$ cat src/rtl/load_counter_pkg.sv
// Shared constants for the loadable modulo-N counter.
// Direction encoding and default geometry.
package load_counter_pkg;
   localparam logic   DIR_UP     = 1'b0;
   localparam logic   DIR_DN     = 1'b1;
   localparam int     DEF_WIDTH  = 4;
   localparam longint DEF_MOD    = 16;
endpackage

$ cat src/rtl/load_counter_next.sv
// Combinational next-count and terminal-count decision.
// Define LOAD_COUNTER_SAT_EN to saturate at the limits instead of wrapping.
module load_counter_next
   import load_counter_pkg::*;
#(
   parameter int     WIDTH = DEF_WIDTH,
   parameter longint MOD   = DEF_MOD
) (
   input  logic [WIDTH-1:0] count,
   input  logic             dir,
   output logic [WIDTH-1:0] next,
   output logic             tc
);

   localparam logic [WIDTH-1:0] TOP = WIDTH'(MOD - 1);

   logic at_lim;
   logic [WIDTH-1:0] wrap;

   always_comb begin
      at_lim = 1'b0;
      next   = count;
      wrap   = '0;
      if (dir == DIR_DN) begin
         at_lim = (count == '0);
         wrap   = TOP;
         if (!at_lim) next = count - WIDTH'(1);
      end else begin
         at_lim = (count == TOP);
         wrap   = '0;
         if (!at_lim) next = count + WIDTH'(1);
      end
`ifdef LOAD_COUNTER_SAT_EN
      if (at_lim) next = count;
`else
      if (at_lim) next = wrap;
`endif
      tc = at_lim;
   end

endmodule

$ cat src/rtl/load_counter_n.sv
// Loadable up/down modulo-MOD counter with tc, sticky ovf and lderr flags.
// Saturating variant selected by LOAD_COUNTER_SAT_EN.
module load_counter_n
   import load_counter_pkg::*;
#(
   parameter int     WIDTH = DEF_WIDTH,
   parameter longint MOD   = DEF_MOD
) (
   input  logic             clk,
   input  logic             rst_n,
   input  logic             clr,
   input  logic             load,
   input  logic [WIDTH-1:0] data,
   input  logic             en,
   input  logic             dir,
   output logic [WIDTH-1:0] out,
   output logic             tc,
   output logic             ovf,
   output logic             lderr
);

   localparam logic [WIDTH-1:0] TOP = WIDTH'(MOD - 1);

   logic [WIDTH-1:0] nxt;
   logic             nxt_tc;

   load_counter_next #(
      .WIDTH (WIDTH),
      .MOD   (MOD)
   ) u_next (
      .count (out),
      .dir   (dir),
      .next  (nxt),
      .tc    (nxt_tc)
   );

   // clr > load > en; pulses drop on any edge that does not re-fire them
   always_ff @(posedge clk or negedge rst_n) begin
      if (!rst_n) begin
         out   <= '0;
         tc    <= 1'b0;
         ovf   <= 1'b0;
         lderr <= 1'b0;
      end else begin
         tc    <= 1'b0;
         lderr <= 1'b0;
         if (clr) begin
            out <= '0;
            ovf <= 1'b0;
         end else if (load) begin
            if (data > TOP) begin
               out   <= TOP;
               lderr <= 1'b1;
            end else begin
               out <= data;
            end
         end else if (en) begin
            out <= nxt;
            tc  <= nxt_tc;
            if (nxt_tc) ovf <= 1'b1;
         end
      end
   end

endmodule

$ cat config.mk
export PLATFORM = sky130hd
export DESIGN_NAME = load_counter_n
export DESIGN_NICKNAME = d
export VERILOG_FILES = /design/src/rtl/load_counter_pkg.sv /design/src/rtl/load_counter_next.sv /design/src/rtl/load_counter_n.sv
export SDC_FILE = /design/constraint.sdc
export NUM_CORES = 1
export LEC_CHECK = 0
export CORE_AREA = 2 2 39 41
export CTS_CLUSTER_SIZE = 25
export DETAILED_ROUTE_END_ITERATION = 16
export DIE_AREA = 0 0 41 43
export PLACE_DENSITY = 0.74
export SYNTH_ARGS = -nofsm -noshare
export SYNTH_HDL_FRONTEND = slang
export SYNTH_SLANG_ARGS = --single-unit
$ cat constraint.sdc
create_clock -name clk -period 1.6 [get_ports clk]
set_clock_uncertainty 0.15 [all_clocks]
set_input_delay 0.48 -clock clk [delete_from_list [all_inputs] [get_ports clk]]
set_output_delay 0.48 -clock clk [all_outputs]
set_load 0.1 [all_outputs]
### Word level (Yosys, flattened, before mapping)

Cells that the tools add are included.

| word-level totals | value |
|---|---|
| bits in read-only memories | 0 |
| logic and storage cells | 37 |
| memories | 0 |
| latch bits | 0 |
| register bits | 7 |
| RAM bits | 0 |

| cells by class | value |
|---|---|
| muxes and demuxes | 20 |
| eq/ne operators | 4 |
| shift operators | 0 |
| bitwise gates (word level) | 0 |
| $mul | 0 |
| div/mod/pow operators | 0 |
| add/sub/neg operators | 2 |
| reductions and logical operators | 6 |
| $lt $le $gt $ge | 1 |

Operators by type and width:

| kind | count |
|---|---|
| 4-bit 2-to-1 mux | 9 |
| 1-bit 2-to-1 mux | 11 |
| 5-bit inequality test, second input constant | 2 |
| 3-bit AND reduction | 2 |
| 4-bit by 1-bit adder with 4-bit output, second input constant | 1 |
| 4-bit == test, second input constant | 1 |
| 4-bit > comparator, second input constant | 1 |
| 4-bit zero test | 1 |
| 2-bit nonzero test | 2 |
| 4-bit by 1-bit subtractor with 4-bit output, second input constant | 1 |
| 3-bit nonzero test | 1 |
| 2-bit inequality test, second input constant | 1 |

### Depth between registers and ports, before layout

Gate-level depths: netlist of run 1.

| logic depth | value |
|---|---|
| depth in word-level cells | 7 |
| gate-level depth with buffers | 5 |
| gate-level depth less buffers | 5 |

### Modules after synthesis

A second synthesis of run 1 with hierarchy kept.

| second synthesis, totals | value |
|---|---|
| cells, all modules | 51 |
| area, all modules | 459.2 µm² |

Modules (own cells, without submodules):

| module | cells each | area an instance (µm²) | instances |
|---|---|---|---|
| load_counter_n | 26 | 291.5 | 1 |
| load_counter_next | 25 | 167.7 | 1 |

### Least setup slack after synthesis of run 1

OpenSTA, ideal clock, no wires.

| timing | value |
|---|---|
| path kind | register to register |
| start point | register out[1] |
| end point | register out[3] |
| path buffers | 0 |
| arrival | 2.018 ns |
| path slack | -0.667 ns |
| data required time | 1.351 ns |
| cell stages (with the launch flop) | 6 |
| period minus slack after synthesis | 2.267 ns |
| library setup time | 0.099 ns |
| path through | dfrtp_1 > ha_1 > a21o_2 > a21oi_1 > xnor2_1 > a311oi_1 |

| on the way | value |
|---|---|
| word-level cells in the longest chain between the ends | 7 |
| elaborated cells between the ends (all ways) | 15 |

RTL lines:

| what | line | RTL |
|---|---|---|
| from (decl) | load_counter_n.sv:16 | `output logic [WIDTH-1:0] out,` |
| from (signal assigned) | load_counter_n.sv:55 | `out <= data;` |
| from (signal assigned) | load_counter_n.sv:58 | `out <= nxt;` |
| 4-bit by 1-bit adder with 4-bit output / 4-bit by 1-bit subtractor with 4-bit output (equally long branches) | load_counter_next.sv:31, load_counter_next.sv:27 |  |
| 4-bit 2-to-1 mux, on equally long branches | load_counter_next.sv:31, load_counter_next.sv:27 |  |
| 4-bit 2-to-1 mux | load_counter_next.sv:24 | `if (dir == DIR_DN) begin` |
| 4-bit 2-to-1 mux | load_counter_next.sv:36 | `if (at_lim) next = wrap;` |
| 4-bit 2-to-1 mux | load_counter_n.sv:57 | `end else if (en) begin` |
| 4-bit 2-to-1 mux | load_counter_n.sv:50 | `end else if (load) begin` |
| 4-bit 2-to-1 mux | load_counter_n.sv:47 | `if (clr) begin` |

Parallel ways exist; a longest one is shown, timed or not. The select of a mux whose other input is x is not followed.
A chain may end at the register's enable or synchronous reset.

### Final worst setup path of run 1

| timing | value |
|---|---|
| start point | register out[3] |
| end point | register ovf |

| on the way | value |
|---|---|
| word-level cells in the longest chain between the ends | 4 |
| elaborated cells between the ends (all ways) | 5 |

RTL lines:

| what | line | RTL |
|---|---|---|
| 4-bit == test / 4-bit zero test (equally long branches) | load_counter_next.sv:29, load_counter_next.sv:25 |  |
| 1-bit 2-to-1 mux (*) | load_counter_next.sv:24 |  |
| 2-bit nonzero test (no line) (*) | - |  |
| 3-bit AND reduction (no line) (*) | - |  |
| to (signal assigned) | load_counter_n.sv:42 | `ovf <= 1'b0;` |
| to (signal assigned) | load_counter_n.sv:49 | `ovf <= 1'b0;` |
| to (signal assigned) | load_counter_n.sv:60 | `if (nxt_tc) ovf <= 1'b1;` |
| to (decl) | load_counter_n.sv:18 | `output logic ovf,` |

Mark *: on every way between the ends. The rest lies on a longest branch, timed or not.

==> flow_summary.ini, run 1 <==
[cells_and_area]
final_cell_mix = buf_4 (10), clkdlybuf4s50_1 (7), buf_12 (6)
ff_latch_area_sq_um = 165
antenna_cells = 0
design_area_sq_um = 892
syn_to_final_growth_pct = 101
layout_commonest_cell = buf_4
multi_input_area_sq_um = 330
num-nets-final = 91
drive_gt1_share_pct = 56.6
fillerInstances = 119

[timing]
finalSetupTns_ps = -802
max_freq_mhz = 569
rsz0062_at_grt = true
timing.hold.ws_ps = 338
fin_crit_ps = 1760
setup_viol = 9
slew_viol_final = 0
hold_violations = 0
setup_ws_ps = -157
finalCritPeriodShare_pct = 110

[grt]
groute.usage.overall_pct = 18.9
grt_max_degree = 7
grt_pass1_wl_mm = 2.11
grt_pass1_vias = 502
grt_overflow = 0
antenna_found_initial = 0

[worst_setup_path]
startpoint_type = register
path_max_fanout = 3
max_stage_delay_ps = 490
rr_startpoint = out[3]
cp.required_ps = 1640
path_cells = nand2b_4 -> or4_4 -> a2111oi_4 -> a21o_1
r2r_end = ovf
crit_type = register to register
startpoint = out[3]
path_buf_inv = 0
worstRegToRegCells = 4
worst_setup_path_end_kind = register
r2r_slack_ps = -160
cp_top_family = simple AND/OR/NAND/NOR gates
cpMaxStageDelayCell = dfrtp_4
cp.arrival_ps = 1800

[detailed_routing]
drc_errors = 0
routedWlPerCell_um = 14.9
vias = 463
drtIter0Drc = 2
drt_pass1_iterations = 4
vias_per_cell = 5.03
wirelength_mm = 1.37
route.met2.wl_um = 777
wl_met1_um = 525
ant_nets = 0
maxUsedRoutingLayer = met4
met3_length_um = 34

[place]
io_buffers = 15
dpl_worst_slack_ps = -734
gp_congestion = 0.814
dpl_cell_area_sq_um = 781
dp_hpwl_um = 988

[cts]
hold_buffers = 0
cts_root_buf = clkbuf_4
clock_latency_ps = 250
cts_sinks = 6
htreeDepth = 1
clk_path_buf_depth = 2
path_clk_slew_ps = 50
cts_tree = yes
cts-buffers-inserted = 3

[synth]
ys_ff_latch = 6
yosys_warnings = 0
yosysTopAreaCellShare_pct = 33.8
netlist_top_cells_area = dfrtp_1 (34%), a2111oi_4 (6.2%), a21oi_1 (5.6%), ha_1 (5.6%), fa_1 (4.5%)
synth_cells = 45
syn_area_per_cell_sq_um = 9.87
syn_area_sq_um = 444
yosys.area.top_type = dfrtp_1
synth_cell_types = 24
syn_nets = 58
yosysSeqAreaShare_pct = 33.8

[run_status]
violations = negative setup slack
status = finished, violations left

[power]
leakage_nw = 0.389
powerDensity_nw_per_um2 = 708
irDropWorstVdd_uv = 341

[floorplan]
core-area_sq_um = 1380
fp.dieW_um = 41
io_pins = 17
die_h_um = 43
rows = 14
die-area_sq_um = 1760
start_util_pct = 32.1

[min_path]
hold_class = primary input to asynchronous set/reset pin

[flow_run]
drv_cap = 0
how the worst max path moves through the flow:
stage                  end  slack, ps  cells past startpoint
CTS                    ovf       -150                      4
detailed placement     ovf       -730                      6
global placement       ovf       -670                      6
global route        out[3]       -240                      6
floorplan              ovf       -250                      4
finish                 ovf       -160                      4
what timing repair did:
item | in CTS | in global routing
endpoints found under the setup margin | 9 | 10
pin swaps | 5 | 3
setup buffers | 2 | 0
resized for setup | 11 | 10
routing by layer:
layer / GRT usage [%] / up-vias
li1: - / 223
met2: 30.6 / 11
met5: 0 / -
met1: 20.2 / 225
met3: 3.14 / 4
met4: 14.0 / 0
synthesized netlist by cell type (all sizes together):
cell     count
a2111oi      1
a211oi       1
a21o         2
a21oi        5
a221oi       2
a311oi       2
and3         1
buf          2
conb         1
dfrtp        6
fa           1
ha           2
inv          4
nand2        1
nand2b       1
nor2         4
nor2b        2
nor4         1
o21ai        2
or4          1
xnor2        2
xor2         1
sequential cells by signal, summed over array words and instances, names as in the netlist:
name and cells:
out 4, ovf 1, tc 1
cell type report:
type                    instances  share of cell area [%]
clock buffers                   3                    2.52
inverters                       4                    1.68
multi-input cells              33                    37.0
flip-flops and latches          6                    18.5
well taps                      16                    2.24
repair buffers                 30                    38.0
metrics by stage:
stage	cells	total power [W]	utilization, %
final	92	0.000632	64.5
after global routing	92	0.000668	64.5
after CTS	92	0.000619	61.0
after detailed placement	87	0.000446	56.4
after global placement	87	0.000440	56.4
after floorplan	45	0.000325	-
cell families (layout without fill, tap and decap cells):
group / Yosys count / in the layout / share of synthesized area [%]
AOI/OAI and AO/OA: 15 / 15 / 27.3
xor gates and xnor gates: 3 / 3 / 5.92
adders and majority gates: 3 / 3 / 10.1
buffers and inverters: 6 / 37 / 6.20
DFF: 6 / 6 / 33.8
other: 1 / 1 / 0.844
and+or+nand+nor: 11 / 11 / 15.8
where the power goes:
part	total [W]	leakage, nW	internal, W	switching (W)
clock network	0.000154	0.0138	0.0000858	0.0000682
logic	0.000297	0.301	0.000135	0.000162
registers	0.000181	0.0736	0.000166	0.0000146
total	0.000632	0.389	0.000387	0.000245
Note: power is estimated with default switching activity, not from simulation.
==> inputs of run 2 (changes only) <==
--- a/config.mk
+++ b/config.mk
@@ -9,7 +9,7 @@
 export CTS_CLUSTER_SIZE = 25
 export DETAILED_ROUTE_END_ITERATION = 16
 export DIE_AREA = 0 0 41 43
-export PLACE_DENSITY = 0.74
+export PLACE_DENSITY = 0.72
 export SYNTH_ARGS = -nofsm -noshare
 export SYNTH_HDL_FRONTEND = slang
 export SYNTH_SLANG_ARGS = --single-unit
==> constraint.sdc (replaced) <==
create_clock -name clk -period 1.8 [get_ports clk]
set_clock_uncertainty 0.15 [all_clocks]
set_input_delay 0.54 -clock clk [delete_from_list [all_inputs] [get_ports clk]]
set_output_delay 0.54 -clock clk [all_outputs]
set_load 0.1 [all_outputs]
==> flow_summary.ini, run 2 (synthesis results as in run 1) <==
[timing]
fin_crit_ps = 1760
setup_viol = 0
finalCritPeriodShare_pct = 97.8
max_freq_mhz = 568
rsz0062_at_grt = true
slew_viol_final = 0
setup_ws_ps = 39.6
hold_violations = 0

[worst_setup_path]
max_stage_delay_ps = 500
startpoint_type = register
path_buf_inv = 2
worstRegToRegCells = 3
path_depth = 2
cp.arrival_ps = 1070
cpMaxStageDelayCell = dfrtp_4
cp.required_ps = 1110
worst_setup_path_end_kind = output port
cp_top_family = flip-flops
crit_type = register to output port
path_cells = buf_4 -> buf_12
path_max_fanout = 6

[floorplan]
fp.dieW_um = 41
start_util_pct = 32.1
core-area_sq_um = 1380
die-area_sq_um = 1760
rows = 14
io_pins = 17
die_h_um = 43

[run_status]
status = complete, no violations

[cells_and_area]
final_cell_mix = buf_4 (8), clkdlybuf4s50_1 (7), buf_12 (6)
syn_to_final_growth_pct = 72.7
drive_gt1_share_pct = 43.5
num-nets-final = 84
regMostFlops = out
largest_reg_flops = 4
layout_commonest_cell = buf_4
reg_top3 = out (4), ovf (1), tc (1)
antenna_cells = 0
final_util_pct = 55.4

[cts]
cts_root_buf = clkbuf_4
cts_sinks = 6
hold_buffers = 0
clock_latency_ps = 240
htreeDepth = 1
cts_tree = yes
path_clk_slew_ps = 50
clk_path_buf_depth = 2
cts-buffers-inserted = 3

[grt]
groute.usage.overall_pct = 16.0
grt_max_degree = 8
grt_overflow = 0
grt_pass1_wl_mm = 1.82
grt_pass1_vias = 418
antenna_found_initial = 0

[min_path]
hold_class = primary input to asynchronous set/reset pin

[place]
io_buffers = 15
gp_congestion = 0.807
dp_hpwl_um = 891
dpl_worst_slack_ps = -607

[detailed_routing]
wirelength_mm = 1.08
ant_nets = 0
vias = 425
drc_errors = 0
routedWlPerCell_um = 12.8
drt_pass1_iterations = 4
drtIter0Drc = 9
vias_per_cell = 5.00

[power]
irDropWorstVdd_uv = 247
powerDensity_nw_per_um2 = 660
leakage_nw = 0.347

[flow_run]
drv_cap = 0
run 2: routing by layer:
layer | up-vias | global-route usage, % | share of wire (%)
li1 | 212 | - | -
met1 | 200 | 19.3 | 41
met2 | 9 | 23.4 | 52
met3 | 4 | 3.14 | 3.0
met4 | 0 | 12.0 | 3.5
met5 | - | 0 | 0
run 2: path summary, 6_finish.rpt:
path                       startpoint     end  slack, ps
min in group clk                  ovf     ovf        430
hold / removal                  rst_n      tc        390
max in group asynchronous       rst_n  out[1]        860
hold reg to reg                   ovf     ovf        430
setup reg to reg               out[1]     ovf         60
setup / recovery               out[1]  out[1]         40
run 2: where the power goes:
group | switching [W] | total, W | internal (W)
registers | 0.0000150 | 0.000161 | 0.000146
clock network | 0.0000509 | 0.000127 | 0.0000756
logic | 0.000123 | 0.000218 | 0.0000950
total | 0.000189 | 0.000506 | 0.000317
run 2: per-stage QoR:
| stage | hold slack, ps | instance area [sq um] | total power (W) | TNS, ps | instances |
|---|---|---|---|---|---|
| global route | 409 | 767 | 0.000534 | -0.919 | 85 |
| CTS | 401 | 754 | 0.000509 | 0 | 85 |
| global placement | 383 | 732 | 0.000377 | -2480 | 82 |
| floorplan | 94.4 | 454 | 0.000286 | -95.5 | 45 |
| detailed placement | 431 | 732 | 0.000379 | -2740 | 82 |
| finish | 391 | 767 | 0.000506 | 0 | 85 |
run 2: layout make-up:
| cell class | instances | area [sq um] |
|---|---|---|
| clock buffer | 3 | 22.5 |
| fill | 120 | 617 |
| timing repair buffer | 23 | 268 |
| tap | 16 | 20.0 |
| sequential | 6 | 160 |
| multi-input combinational | 33 | 282 |
| inverter | 4 | 15.0 |
run 2: repair_timing:
action	in CTS	in global routing
pin swaps	1	1
buffers inserted	0	0
endpoints found under the setup margin	5	4
resized for setup	5	3
==> inputs of run 3 (changes only) <==
--- a/config.mk
+++ b/config.mk
@@ -5,11 +5,13 @@
 export SDC_FILE = /design/constraint.sdc
 export NUM_CORES = 1
 export LEC_CHECK = 0
+export ABC_CLOCK_PERIOD_IN_PS = 1800
 export CORE_AREA = 2 2 39 41
 export CTS_CLUSTER_SIZE = 25
 export DETAILED_ROUTE_END_ITERATION = 16
 export DIE_AREA = 0 0 41 43
-export PLACE_DENSITY = 0.72
+export PLACE_DENSITY = 0.73
 export SYNTH_ARGS = -nofsm -noshare
 export SYNTH_HDL_FRONTEND = slang
+export SYNTH_HIERARCHICAL = 1
 export SYNTH_SLANG_ARGS = --single-unit
==> flow_summary.ini, run 3 <==
[synth]
netlist_top_cells_area = dfrtp_1 (33%), mux2i_1 (13%), a21oi_1 (7.6%), a211oi_1 (6.5%), ha_1 (5.4%)
syn_area_per_cell_sq_um = 9.00
yosys.area.top_type = dfrtp_1
ys_ff_latch = 6
synth_top_flop_cell = dfrtp_1
yosys_warnings = 6
syn_area_sq_um = 459
ys_top_cells_by_count = a21oi_1 (7), dfrtp_1 (6), mux2i_1 (6), inv_1 (5)
synth_edf_count = 0
yosysSeqAreaShare_pct = 32.7
synth_cells = 51
yosysTopAreaCellShare_pct = 32.7
syn_nets = 63
synthArstFlopShare_pct = 100
synth_cell_types = 21
synth.most_common_cell = a21oi_1

[power]
seqPwrFrac_pct = 30.2
power_switching_w = 0.000212
switching_share_pct = 38.4
irDropWorstVdd_uv = 257
combPwrFrac_pct = 45.4
pwr-share-clk_pct = 24.4
leakage_nw = 0.334
powerDensity_nw_per_um2 = 693
p_int_w = 0.000341

[worst_setup_path]
crit_type = register to output port
path_depth = 2
r2r_slack_ps = 60
path_max_fanout = 6
cp.arrival_ps = 1100
rr_startpoint = out[0]
cpMaxStageDelayCell = dfrtp_4
path_buf_inv = 2
startpoint_type = register
max_stage_delay_ps = 520
cp_top_family = flip-flops
r2r_end = out[3]
worstRegToRegCells = 6
worst_setup_path_end_kind = output port
cp.required_ps = 1110
path_cells = buf_4 -> buf_12

[cts]
cts_root_buf = clkbuf_4
cts_tree = yes
clock_latency_ps = 250
cts_sinks = 6
clk_path_buf_depth = 2
path_clk_slew_ps = 50
htreeDepth = 1
cts-buffers-inserted = 3

[cells_and_area]
antenna_cells = 0
layout_commonest_cell = clkdlybuf4s50_1
regMostFlops = out
final_cell_mix = clkdlybuf4s50_1 (8), a21oi_1 (7), buf_4 (7)
drive_gt1_share_pct = 38.7
design_area_sq_um = 798
reg_top3 = out (4), ovf (1), tc (1)
largest_reg_flops = 4
syn_to_final_growth_pct = 73.8
num-nets-final = 88
fillerInstances = 122

[detailed_routing]
wirelength_mm = 1.13
ant_nets = 0
vias = 466
drtIter0Drc = 8
routedWlPerCell_um = 12.4
drc_errors = 0
drt_pass1_iterations = 4
vias_per_cell = 5.12

[floorplan]
rows = 14
die_h_um = 43
start_util_pct = 33.2
io_pins = 17
fp.dieW_um = 41
die-area_sq_um = 1760
core-area_sq_um = 1380

[place]
gp_congestion = 0.768
io_buffers = 15
dpl_cell_area_sq_um = 721
dp_hpwl_um = 812

[grt]
grt_pass1_vias = 420
groute.usage.overall_pct = 15.1
grt_pass1_wl_mm = 1.70
grt_max_degree = 8
grt_overflow = 0
antenna_found_initial = 0

[timing]
setup_viol = 0
max_freq_mhz = 559
finalCritPeriodShare_pct = 99.3
timing.hold.ws_ps = 373
hold_violations = 0
finalSetupTns_ps = 0
slew_viol_final = 0
fin_crit_ps = 1790
rsz0062_at_grt = true

[flow_run]
drv_cap = 0

[min_path]
hold_class = primary input to asynchronous set/reset pin

[run_status]
status = complete, no violations
run 3: power groups by stage:
| stage | logic (W) | registers [W] | clock network [W] |
|---|---|---|---|
| finish | 0.000251 | 0.000167 | 0.000135 |
| global route | 0.000266 | 0.000168 | 0.000154 |
| CTS | 0.000234 | 0.000167 | 0.000139 |
| detailed placement | 0.000224 | 0.000172 | 0 |
| global placement | 0.000221 | 0.000171 | 0 |
| floorplan | 0.0000808 | 0.000229 | 0 |
run 3: metrics by stage:
stage	std cells	setup WS [ps]	total power, W	utilization [%]
after floorplan	51	2.39	0.000310	-
after global placement	82	-313	0.000392	52.1
after detailed placement	82	-438	0.000397	52.1
after CTS	88	12.5	0.000540	55.3
after global routing	91	-12.0	0.000589	57.7
final	91	12.5	0.000553	57.7
run 3: worst max-delay path by stage:
stage / startpoint / to / slack, ps
floorplan: out[1] / out[3] / 2
global placement: dir / out[1] / -310
detailed placement: dir / out[1] / -440
CTS: out[0] / out[0] / 10
global route: out[0] / out[0] / -10
finish: out[0] / out[0] / 10
run 3: area by class of cell:
cell class                 count  area [sq um]  share of cell area [%]
timing repair buffer          22           262                    32.8
clock buffer                   4          26.3                    3.29
inverter                       6          25.0                    3.13
multi-input combinational     37           305                    38.2
sequential                     6           160                    20.1
tap                           16          20.0                    2.51
run 3: cells by family after synthesis:
kind of cell / share of synthesized area [%]
compound gates: 22.6
simple gates: 14.4
buf+inv: 8.99
mux: 13.1
flops: 32.7
fa+ha+maj: 5.45
other cells: 0.817
xor+xnor: 1.91
run 3: what timing repair did:
item                                   4_1_cts  5_1_grt
resized for setup                            2        4
buffers inserted                             2        3
endpoints found under the hold margin        0        0
hold buffers                                 0        0
pin swaps                                    2        3
setup endpoints to repair                    4        4
run 3: metal layers:
metal,GRT usage (%),share of wire (%),up-vias
met5,0,0,-
met4,12.0,3.3,0
met3,4.71,4.6,4
met2,21.9,52,17
met1,17.2,40,217
li1,-,-,228
